===== config.mk =====
export PLATFORM = sky130hd
export DESIGN_NAME = dmem_bridge
export DESIGN_NICKNAME = d
export VERILOG_FILES = /design/src/rtl/dmem_bridge.sv
export SDC_FILE = /design/constraint.sdc
export NUM_CORES = 1
export LEC_CHECK = 0
export CAP_MARGIN = 10
export CORE_AREA = 8 8 120 122
export CTS_BUF_LIST = sky130_fd_sc_hd__clkbuf_4
export DETAILED_ROUTE_END_ITERATION = 8
export DIE_AREA = 0 0 128 130
export HOLD_SLACK_MARGIN = 0.12
export PLACE_DENSITY_LB_ADDON = 0.08
export SLEW_MARGIN = 20
export SYNTH_ARGS = -nofsm -noshare
export SYNTH_HDL_FRONTEND = slang
export SYNTH_SLANG_ARGS = --single-unit

===== constraint.sdc =====
create_clock -name clk -period 1.9 [get_ports clk]
set_input_delay 0.38 -clock clk [delete_from_list [all_inputs] [get_ports clk]]
set_output_delay 0.38 -clock clk [all_outputs]
set_load 0.005 [all_outputs]

===== src/rtl/dmem_bridge.sv =====
// rtl/dmem_bridge.sv - M-stage data-memory bridge onto a split address/data handshake bus
// Optional feature macro: DMEM_STORE_BUFFER_EN (one-entry posted-write buffer for stores).
module dmem_bridge #(
  parameter int ADDR_W = 32,
  parameter int DATA_W = 32
) (
  input  logic              clk,
  input  logic              rst,
  input  logic              memen,
  input  logic              memwrite,
  input  logic [3:0]        sel,
  input  logic [ADDR_W-1:0] addr,
  input  logic [DATA_W-1:0] wdata,
  input  logic              m_hold,
  output logic [DATA_W-1:0] rdata,
  output logic              stall_mem,
  output logic              data_req,
  output logic              data_wr,
  output logic [3:0]        data_wstrb,
  output logic [ADDR_W-1:0] data_addr,
  output logic [DATA_W-1:0] data_wdata,
  input  logic              data_addr_ok,
  input  logic              data_data_ok,
  input  logic [DATA_W-1:0] data_rdata
);

  typedef enum logic [1:0] {IDLE, REQ, WAIT, DONE} stateT;

  stateT             state;
  logic [DATA_W-1:0] rdataQ;
  logic              posted;
  logic              complete;
  logic              postStore;
  logic              unusedAddrBits;

  assign unusedAddrBits = ^addr[1:0];
  assign complete       = (state == WAIT) && data_data_ok;

`ifdef DMEM_STORE_BUFFER_EN
  // A store is only posted when the pipeline really advances; a held M stage would re-present it.
  assign postStore = (state == IDLE) && memen && memwrite && !m_hold;
`else
  assign postStore = 1'b0;
`endif

  // A posted store's completion must not release a younger access waiting behind it.
  assign stall_mem = memen && !(complete && !posted) && (state != DONE) && !postStore;
  assign rdata     = complete ? data_rdata : rdataQ;

  always_ff @(posedge clk) begin
    if (!rst) begin
      state      <= IDLE;
      data_req   <= 1'b0;
      data_wr    <= 1'b0;
      data_wstrb <= 4'b0000;
      data_addr  <= '0;
      data_wdata <= '0;
      rdataQ     <= '0;
      posted     <= 1'b0;
    end else begin
      case (state)
        IDLE: begin
          if (memen) begin
            state      <= REQ;
            data_req   <= 1'b1;
            data_wr    <= memwrite;
            data_wstrb <= memwrite ? sel : 4'b0000;
            data_addr  <= {addr[ADDR_W-1:2], 2'b00};
            data_wdata <= wdata;
            posted     <= postStore;
          end
        end
        REQ: begin
          if (data_addr_ok) begin
            state    <= WAIT;
            data_req <= 1'b0;
          end
        end
        WAIT: begin
          if (data_data_ok) begin
            if (!posted) begin
              rdataQ <= data_rdata;
            end
            state <= (m_hold && !posted) ? DONE : IDLE;
          end
        end
        DONE: begin
          if (!m_hold) begin
            state <= IDLE;
          end
        end
        default: state <= IDLE;
      endcase
    end
  end

endmodule


==> run metrics, run 1 <==
capturing element type of the critical path output pin; Critical R2R Launch state[0]; final max-slew violation count 0; critical path fanouts, max 4; detailed-route DRC error count 0; share of final-layout standard cells stronger than drive strength 1 between 15 and 20%; clock buffers created by TritonCTS 9; die area 16600 µm²; CTS max path bufs 2; Diodes inserted 0; overall routing resource usage around 16%; per-cell routed wire length 15.4 µm; routed vias/inst 4.47; top-area cell type share of the netlist area between 40% and 50%; floorplan die width about 130 µm; area growth from synthesis to layout 63.2%; launching element type of the critical path input port; count of cell types in the netlist 24; clock sink count 102; unrepaired setup endpoints after global routing true; R2R Setup Slk 0.14 ns; Layout Nets 833; top cells by area in the synthesized netlist sky130_fd_sc_hd__dfxtp_1, sky130_fd_sc_hd__mux2i_1, sky130_fd_sc_hd__nand2_1, sky130_fd_sc_hd__mux2_1, sky130_fd_sc_hd__buf_6; total non-filler cell area in the finished layout 7330 µm²; Syn Std Cell Area between 4000 and 5000 µm²; non-filler instance count after layout 900; most frequent cells in the layout sky130_fd_sc_hd__nand2_1, sky130_fd_sc_hd__clkdlybuf4s50_1, sky130_fd_sc_hd__dfxtp_1; overflow left after global routing 0; Reg clk slew, reported paths between 0.1 and 0.15 ns; hold-fix buffer count after cts 0; violated checks negative setup slack; required time at the endpoint of the critical path between 1.5 and 2 ns; Clock Latency Late Sink between 0.4 and 0.5 ns; top-level port count 210; pin count of the biggest net entering global routing between 50 and 60; portion of the post-synthesis area used by sequential elements between 40% and 50%; highest ir drop seen on vdd about 0.00032 V; total of endpoints with negative setup slack in the final report 32; leakage component of the power 3.03 nW; Detailed Place HPWL 9.80 mm; CTS tree built; number of placed instances, taps included ~870; maximum clock frequency ~420 MHz; routed via count between 4000 and 5000; critical path capture point rdata[3]; Chip Height about 130 µm; Worst Clk Skew about 0.0099 ns; standard cell area after detailed placement 7010 µm²; beginning of the critical path data_data_ok; DR pass1 iterations 4; number of I/O port buffers 205; PD cells 605 nW/µm²; Ys Warns 0; gpl congestion about 0.74; capturing point of the worst reg2reg path rdataQ[6]; shortest clock period the worst path allows after layout between 2 and 2.5 ns; via count of the first global-routing pass 4208; standard cell core area between 10000 and 15000 µm²; Filler Cells Inserted 1082; worst reg2reg path depth 8; antenna violations before repair 0; cell type contributing the most total cell area after synthesis sky130_fd_sc_hd__dfxtp_1; detailed router's first-iteration violation count between 100 and 150; run status complete, but fails checks; Final Total Pwr approximately 4.4 mW; count of antenna-violating nets left after detailed routing 0; reported max-cap violation count 0; starting density of the core between 30% and 40%; most common library cell in the layout ignoring fill and taps sky130_fd_sc_hd__nand2_1; Post-Syn Instances about 500; number of endpoints with negative hold slack in the final report 0; post-synthesis average cell area between 9 and 10 µm²; first-pass GRT wire length ~21 mm; kind of path behind the tightest hold check input port to flop; row cnt a little over 40; detailed-route wire length 13.8 mm; type of the setup path with the least slack input port to output pin; CTS Root Cell sky130_fd_sc_hd__clkbuf_4; flip-flop and latch count after synthesis 102; deepest level of the CTS H-tree 3; Worst Slack Setup Final -0.488 ns; share of the cycle needed by the critical path after routing 126%; signal arrival time at the worst endpoint approximately 2 ns
[stage by stage]
| step | worst slack, ns | setup TNS [ns] | hold slack, ns | utilization (%) |
|---|---|---|---|---|
| after floorplan | 0.259 | 0 | 0.431 | - |
| after global placement | -0.593 | -18.57 | 0.441 | 56.5 |
| after detailed placement | -0.616 | -19.15 | 0.448 | 56.5 |
| after CTS | -0.613 | -15.16 | 0.286 | 59.3 |
| after global routing | -0.566 | -14.07 | 0.315 | 59.1 |
| final | -0.488 | -11.55 | 0.321 | 59.1 |
[logic make-up after synthesis]
| logic type | share of synthesized area (%) |
|---|---|
| other | 0.0834 |
| DFF | 45.4 |
| AOI/OAI and AO/OA | 0.974 |
| muxes | 30.1 |
| buffers and inverters | 5.15 |
| and+or+nand+nor | 18.3 |
[cell type report]
class                      count  area, µm²  share of cell area [%]
tap                          172        215                    2.93
multi-input combinational    347       2330                    31.8
clock inverter                 4       17.5                   0.239
timing repair buffer         266       2660                    36.3
clock buffer                   9       67.6                   0.921
sequential                   102       2040                    27.9
[worst max-delay path, stage by stage]
cell	delay (ns)
sky130_fd_sc_hd__clkdlybuf4s50_1	0.47
sky130_fd_sc_hd__and3b_2	0.29
sky130_fd_sc_hd__buf_12	0.13
sky130_fd_sc_hd__buf_8	0.11
sky130_fd_sc_hd__buf_16	0.12
sky130_fd_sc_hd__buf_12	0.10
sky130_fd_sc_hd__mux2_4	0.29
sky130_fd_sc_hd__buf_6	0.12
[report_power, final]
group	total (mW)	internal [mW]	switching, mW
Combinational	1.18	0.745	0.431
Clock	0.916	0.237	0.680
Sequential	2.35	2.28	0.0702
[metal layers]
metal / global-route usage, % / routed length (µm) / part of all wire (%) / up-vias
met5: 0 / 0 / 0 / -
met4: 6.29 / 212 / 1.5 / 0
met3: 7.63 / 1390 / 10 / 15
met2: 27.5 / 6560 / 47 / 129
met1: 17.5 / 5660 / 41 / 1821
li1: - / - / - / 2062
[timing repair]
item,in CTS,in global routing
resized for setup,102,37
endpoints found under the setup margin,33,33
setup buffers,8,5
endpoints found under the hold margin,0,0
pin swaps,0,0
gates cloned,4,1
[sequential cells by signal, indices dropped and copies added (netlist names)]
name / flops
data_wdata: 32
rdataQ: 32
data_addr: 30
data_wstrb: 4
state: 2
data_req: 1
data_wr: 1
[how the worst min path moves through the flow]
stage                        startpoint              to  slack (ns)  depth (start not counted)
after global routing                rst    data_addr[9]        0.31                          3
final                               rst        data_req        0.32                          2
after CTS                           rst  data_wdata[16]        0.29                          3
after global placement       rdataQ[29]      rdataQ[29]        0.44                          2
after detailed placement  data_wstrb[1]   data_wstrb[1]        0.45                          2
after floorplan              rdataQ[10]      rdataQ[10]        0.43                          2
[synthesized netlist by cell type]
| library cell | n |
|---|---|
| sky130_fd_sc_hd__nand2_1 | 194 |
| sky130_fd_sc_hd__dfxtp_1 | 102 |
| sky130_fd_sc_hd__mux2i_1 | 99 |
| sky130_fd_sc_hd__mux2_1 | 28 |
| sky130_fd_sc_hd__clkbuf_1 | 15 |
| sky130_fd_sc_hd__buf_4 | 8 |
| sky130_fd_sc_hd__buf_1 | 6 |
| sky130_fd_sc_hd__buf_6 | 6 |
| sky130_fd_sc_hd__buf_2 | 5 |
| sky130_fd_sc_hd__mux2_2 | 4 |
| sky130_fd_sc_hd__nand3_1 | 4 |
| sky130_fd_sc_hd__nand2b_1 | 3 |
| sky130_fd_sc_hd__and2_1 | 2 |
| sky130_fd_sc_hd__nor2_1 | 2 |
| sky130_fd_sc_hd__and3b_1 | 1 |
| sky130_fd_sc_hd__conb_1 | 1 |
| sky130_fd_sc_hd__nand3b_1 | 1 |
| sky130_fd_sc_hd__nor2b_1 | 1 |
| sky130_fd_sc_hd__nor3b_2 | 1 |
| sky130_fd_sc_hd__o2111a_1 | 1 |
| sky130_fd_sc_hd__o2111ai_1 | 1 |
| sky130_fd_sc_hd__o21ai_0 | 1 |
| sky130_fd_sc_hd__o221a_2 | 1 |
| sky130_fd_sc_hd__o31ai_1 | 1 |
No activity file was read; power rests on OpenSTA's default activity.
==> run 2, diff against run 1 <==
--- a/config.mk
+++ b/config.mk
@@ -6,10 +6,10 @@
 export NUM_CORES = 1
 export LEC_CHECK = 0
 export CAP_MARGIN = 10
-export CORE_AREA = 8 8 120 122
+export CORE_AREA = 4 4 116 118
 export CTS_BUF_LIST = sky130_fd_sc_hd__clkbuf_4
 export DETAILED_ROUTE_END_ITERATION = 8
-export DIE_AREA = 0 0 128 130
+export DIE_AREA = 0 0 120 122
 export HOLD_SLACK_MARGIN = 0.12
 export PLACE_DENSITY_LB_ADDON = 0.08
 export SLEW_MARGIN = 20
==> run 2 against run 1 <==
- the run still ends with negative setup slack left
- critical path type is now flop to output pin
- largest power group unchanged
- register-to-register slack improved by 0.15 ns
- die area fell by 12%
- critical path depth is 2 lower
- clock power increased by 33%
==> run metrics, run 2 (synthesized netlist as in run 1, its figures left out) <==
type of the setup path with the least slack flop to output pin; routed via count 4073; proportion of power drawn by combinational gates 25.1%; count of antenna-violating nets left after detailed routing 0; overflow left after global routing 0; critical path fanouts, max 5; critical hold path startpoint rst; Detailed Place HPWL roughly 9.0 mm; number of endpoints with negative hold slack in the final report 0; signal arrival time at the worst endpoint about 1.8 ns; most common library cell in the layout ignoring fill and taps sky130_fd_sc_hd__nand2_1; via count of the first global-routing pass between 4000 and 5000; per-cell routed wire length between 10 and 15 µm; Critical R2R Launch state[0]; Worst Clk Skew 0.0203 ns; standard cell core area approximately 12000 µm²; part of the total power dissipated in sequential elements about half; clock buffers created by TritonCTS 9; antenna violations before repair 0; routed wire length on met3 roughly 900 µm; kind of path behind the tightest hold check input port to flop; detailed router's first-iteration violation count between 100 and 150; Chip Height ~120 µm; maximum clock frequency between 400 and 500 MHz; run status complete, but fails checks; internal power contribution between 3 and 4 mW; non-filler instance count after layout around 900; first-pass GRT wire length ~21 mm; gpl congestion ~0.71; CTS tree built; R2R Setup Slk between 0.2 and 0.3 ns; starting density of the core a little over a third; worst reg2reg path depth 7; switching power as a share of total power between 20% and 30%; share of final-layout standard cells stronger than drive strength 1 19.8%; area growth from synthesis to layout 67.1%; Clk network pwr share between 20% and 30%; Worst Hold End data_wdata[0]; instance count along the most critical hold path 3; Top Layer Used met4; overall routing resource usage between 10% and 20%; clock sink count ~100; share of the cycle needed by the critical path after routing 117%; top-level port count between 200 and 250; Metal-1 WL approximately 5.3 mm; Clock Latency Late Sink 0.44 ns; pin count of the biggest net entering global routing between 70 and 80; launching element type of the critical path flop; detailed-route DRC error count 0; required time at the endpoint of the critical path between 1.5 and 2 ns; floorplan die width roughly 120 µm; sum of met2 wire segment lengths after detailed routing 6.26 mm; total of endpoints with negative setup slack in the final report 32; unrepaired setup endpoints after global routing true; leakage component of the power about 3.1 nW; Layout Nets 832; violated checks negative setup slack; CTS Root Cell sky130_fd_sc_hd__clkbuf_4; reported max-cap violation count 0; row cnt 41; PD cells about 630 nW/µm²; highest ir drop seen on vdd around 0.00045 V; DR pass1 iterations 4; final max-slew violation count 0; Worst Slack Setup Final -0.322 ns; Reg clk slew, reported paths ~0.15 ns; most frequent cells in the layout sky130_fd_sc_hd__nand2_1, sky130_fd_sc_hd__clkdlybuf4s50_1, sky130_fd_sc_hd__dfxtp_1; standard cell area after detailed placement 6940 µm²; capturing element type of the critical path output pin; deepest level of the CTS H-tree 3; capturing point of the worst reg2reg path rdataQ[6]; largest registers data_wdata: 32 flops, rdataQ: 32 flops, data_addr: 30 flops; CTS max path bufs 2; number of I/O port buffers approximately 210; routed vias/inst 4.52; die area 14600 µm²; shortest clock period the worst path allows after layout between 2 and 2.5 ns; net load switching power 1.16 mW; number of placed instances, taps included approximately 870; total non-filler cell area in the finished layout approximately 7500 µm²; Diodes inserted 0; hold-fix buffer count after cts 0; detailed-route wire length ~13 mm
[run 2: cell count changes in the layout (fill, tap and decap cells not counted), moves of 2 or more]
cell                            change
sky130_fd_sc_hd__buf_4              -3
sky130_fd_sc_hd__clkinv_1           -2
sky130_fd_sc_hd__clkbuf_4           +2
sky130_fd_sc_hd__mux2_4             +6
sky130_fd_sc_hd__dlygate4sd2_1      -7
sky130_fd_sc_hd__bufinv_16          +2
sky130_fd_sc_hd__clkbuf_2          -15
sky130_fd_sc_hd__mux2_1             -6
sky130_fd_sc_hd__buf_6             +27
[run 2: critical path, cell delays in order (launching register included)]
cell and delay (ns):
sky130_fd_sc_hd__dfxtp_2 0.34, sky130_fd_sc_hd__and3b_4 0.33, sky130_fd_sc_hd__buf_12 0.13, sky130_fd_sc_hd__buf_16 0.12
sky130_fd_sc_hd__buf_12 0.10, sky130_fd_sc_hd__mux2_4 0.29, sky130_fd_sc_hd__buf_6 0.12
[run 2: per-stage QoR]
stage          hold WS (ns)  utilization, %  setup WS (ns)  total power, mW  setup TNS, ns
2_1_floorplan         0.431               -          0.259             2.82              0
3_3_place_gp          0.441            55.6         -0.642             3.48         -19.53
3_5_place_dp          0.446            55.6         -0.664             3.50         -19.87
4_1_cts               0.245            60.8         -0.459             4.86         -11.75
5_1_grt               0.258            60.3         -0.426             5.03         -11.03
6_report              0.292            60.3         -0.322             4.76          -7.74
[run 2: power by group through the flow]
stage	logic, mW	clock network [mW]	registers (mW)
2_1_floorplan	0.429	0	2.40
3_3_place_gp	1.09	0	2.39
3_5_place_dp	1.11	0	2.39
4_1_cts	1.22	1.30	2.35
5_1_grt	1.28	1.39	2.37
6_report	1.19	1.22	2.35
[run 2: worst max path at each step]
stage,start,to,slack [ns],depth (start not counted)
3_5_place_dp,data_data_ok,rdata[23],-0.66,5
4_1_cts,state[0],rdata[23],-0.46,7
2_1_floorplan,state[0],rdata[23],0.26,5
3_3_place_gp,data_data_ok,rdata[31],-0.64,5
5_1_grt,state[0],rdata[5],-0.43,6
6_report,state[0],rdata[5],-0.32,6
[run 2: what timing repair did]
action | 4_1_cts | 5_1_grt
gates resized for setup | 209 | 4
gates cloned | 3 | 0
setup buffers | 22 | 1
pin swaps | 1 | 0
endpoints found under the setup margin | 33 | 33
[run 2: layout make-up]
cell class              instances  area [µm²]
flip-flops and latches        102        2040
repair buffers                265        2740
multi-input cells             347        2350
clock buffers                  11        82.6
well taps                     172         215
clock inverters                 4        72.6
fillers                      1113        4950
[run 2: routing by layer]
metal,up-vias,GRT usage (%)
met5,-,0
met4,0,6.66
met3,17,5.29
met2,123,30.3
met1,1865,20.1
li1,2068,-
==> run 3, diff against run 2 <==
--- a/config.mk
+++ b/config.mk
@@ -11,7 +11,7 @@
 export DETAILED_ROUTE_END_ITERATION = 8
 export DIE_AREA = 0 0 120 122
 export HOLD_SLACK_MARGIN = 0.12
-export PLACE_DENSITY_LB_ADDON = 0.08
+export PLACE_DENSITY = 0.83
 export SLEW_MARGIN = 20
 export SYNTH_ARGS = -nofsm -noshare
 export SYNTH_HDL_FRONTEND = slang
==> run 3 against run 2 <==
- the flow still finishes with violations (negative setup slack)
- wire length increased by 10%
- global-route usage increased by 2.1 points
- non-clock buffer count decreased by 3
- clock skew decreased by 0.0038 ns
- worst setup slack got worse by 0.10 ns
- first-iteration DRC count increased by 71%
- critical path depth unchanged
- die area unchanged
- sequential share of layout area about the same
- final cell count decreased by 0.22%
- register-to-register slack got worse by 0.22 ns
- worst hold slack improved by 0.0019 ns
==> run metrics, run 3 (synthesized netlist as in run 1, its figures left out) <==
Detailed Place HPWL slightly above 9 mm; PD cells around 640 nW/µm²; most frequent cells in the layout sky130_fd_sc_hd__nand2_1, sky130_fd_sc_hd__clkdlybuf4s50_1, sky130_fd_sc_hd__dfxtp_1; routed via count 4217; via count of the first global-routing pass about 4600; count of antenna-violating nets left after detailed routing 0; required time at the endpoint of the critical path roughly 1.5 ns; area of combinational cells with multiple inputs approximately 2400 µm²; launching element type of the critical path flop; deepest level of the CTS H-tree 3; routed wire length on met3 roughly 1.2 mm; routed vias/inst approximately 4.7; Worst Slack Setup Final -0.422 ns; DR pass1 iterations 4; overflow left after global routing 0; number of I/O port buffers between 200 and 250; number of endpoints with negative hold slack in the final report 0; maximum clock frequency 431 MHz; top-level port count 210; Worst Clk Skew roughly 0.016 ns; largest registers data_wdata: 32 flops, rdataQ: 32 flops, data_addr: 30 flops; sum of met2 wire segment lengths after detailed routing 7.02 mm; critical path fanouts, max 8; detailed-route DRC error count 0; total of endpoints with negative setup slack in the final report 32; shortest clock period the worst path allows after layout ~2.3 ns; standard cell core area 12500 µm²; gpl congestion 0.859; share of final-layout standard cells stronger than drive strength 1 19.7%; Final Total Pwr 4.81 mW; Clock Latency Late Sink between 0.4 and 0.5 ns; type of the setup path with the least slack flop to output pin; pin count of the biggest net entering global routing 65; Filler Cells Inserted around 1000; overall routing resource usage 19.6%; Top Layer Used met4; signal arrival time at the worst endpoint 1.94 ns; reported max-cap violation count 0; R2R Setup Slk 0.07 ns; starting density of the core a little over a third; run status complete, but fails checks; CTS Root Cell sky130_fd_sc_hd__clkbuf_4; share of the cycle needed by the critical path after routing 122%; most common library cell in the layout ignoring fill and taps sky130_fd_sc_hd__nand2_1; capturing element type of the critical path output pin; clock buffers created by TritonCTS 9; Reg clk slew, reported paths approximately 0.16 ns; flip-flop and latch area 2040 µm²; die area ~15000 µm²; total non-filler cell area in the finished layout 7510 µm²; CTS tree built; area growth from synthesis to layout 67.1%; first-pass GRT wire length 22.7 mm; highest ir drop seen on vdd about 0.0004 V; standard cell area after detailed placement 6960 µm²; per-cell routed wire length about 16 µm; detailed-route wire length around 14 mm; number of placed instances, taps included between 800 and 900; row cnt slightly above 40; Worst Hold Margin a little under 0.3 ns; detailed router's first-iteration violation count about 240; Layout Nets between 800 and 900; violated checks negative setup slack; non-filler instance count after layout between 800 and 900; clock sink count slightly above 100; kind of path behind the tightest hold check input port to flop; floorplan die width about 120 µm; unrepaired setup endpoints after global routing true; Chip Height about 120 µm; Diodes inserted 0; leakage component of the power ~3.0 nW; final max-slew violation count 0; Metal-1 WL approximately 5.5 mm; sum of negative setup slack -10.88 ns; antenna violations before repair 0; CTS max path bufs 2
## run 3: layer usage
layer	GRT usage (%)	vias up
met4	8.59	0
met3	6.92	24
li1	-	2055
met1	21.0	1981
met2	34.7	157
met5	0	-
## run 3: what timing repair did
item / 4_1_cts / 5_1_grt
hold endpoints to repair: 0 / 0
hold buffers: 0 / 0
setup endpoints to repair: 33 / 34
gates resized for setup: 205 / 2
gates cloned: 5 / 0
buffers inserted: 10 / 2
pin swaps: 0 / 0
## run 3: worst max-delay path, stage by stage, from the launching register on
cell,delay [ns]
sky130_fd_sc_hd__dfxtp_2,0.35
sky130_fd_sc_hd__and3b_4,0.32
sky130_fd_sc_hd__buf_12,0.12
sky130_fd_sc_hd__buf_12,0.11
sky130_fd_sc_hd__buf_16,0.14
sky130_fd_sc_hd__mux2_4,0.32
sky130_fd_sc_hd__buf_6,0.12
## run 3: through the flow
step	setup slack (ns)	utilization (%)
after detailed placement	-0.630	55.8
final	-0.422	60.2
after CTS	-0.451	60.4
after global routing	-0.508	60.2
after floorplan	0.259	-
after global placement	-0.596	55.8
## run 3: layout make-up
type | count | area share [%]
sequential | 102 | 27.2
timing repair buffer | 262 | 36.4
tap | 172 | 2.87
multi-input combinational | 347 | 31.4
clock buffer | 9 | 0.900
clock inverter | 7 | 1.18
## run 3: power breakdown
part / internal [mW] / total (mW) / switching, mW
clock: 0.526 / 1.26 / 0.731
sequential: 2.28 / 2.35 / 0.0742
combinational: 0.763 / 1.20 / 0.441
total: 3.57 / 4.81 / 1.25
## run 3: worst paths after layout
kind,from,endpoint,cells past startpoint
max reg2reg,state[0],rdataQ[13],8
min,rst,data_wdata[18],3
min reg2reg,data_wstrb[0],data_wstrb[0],2
max,state[0],rdata[13],6
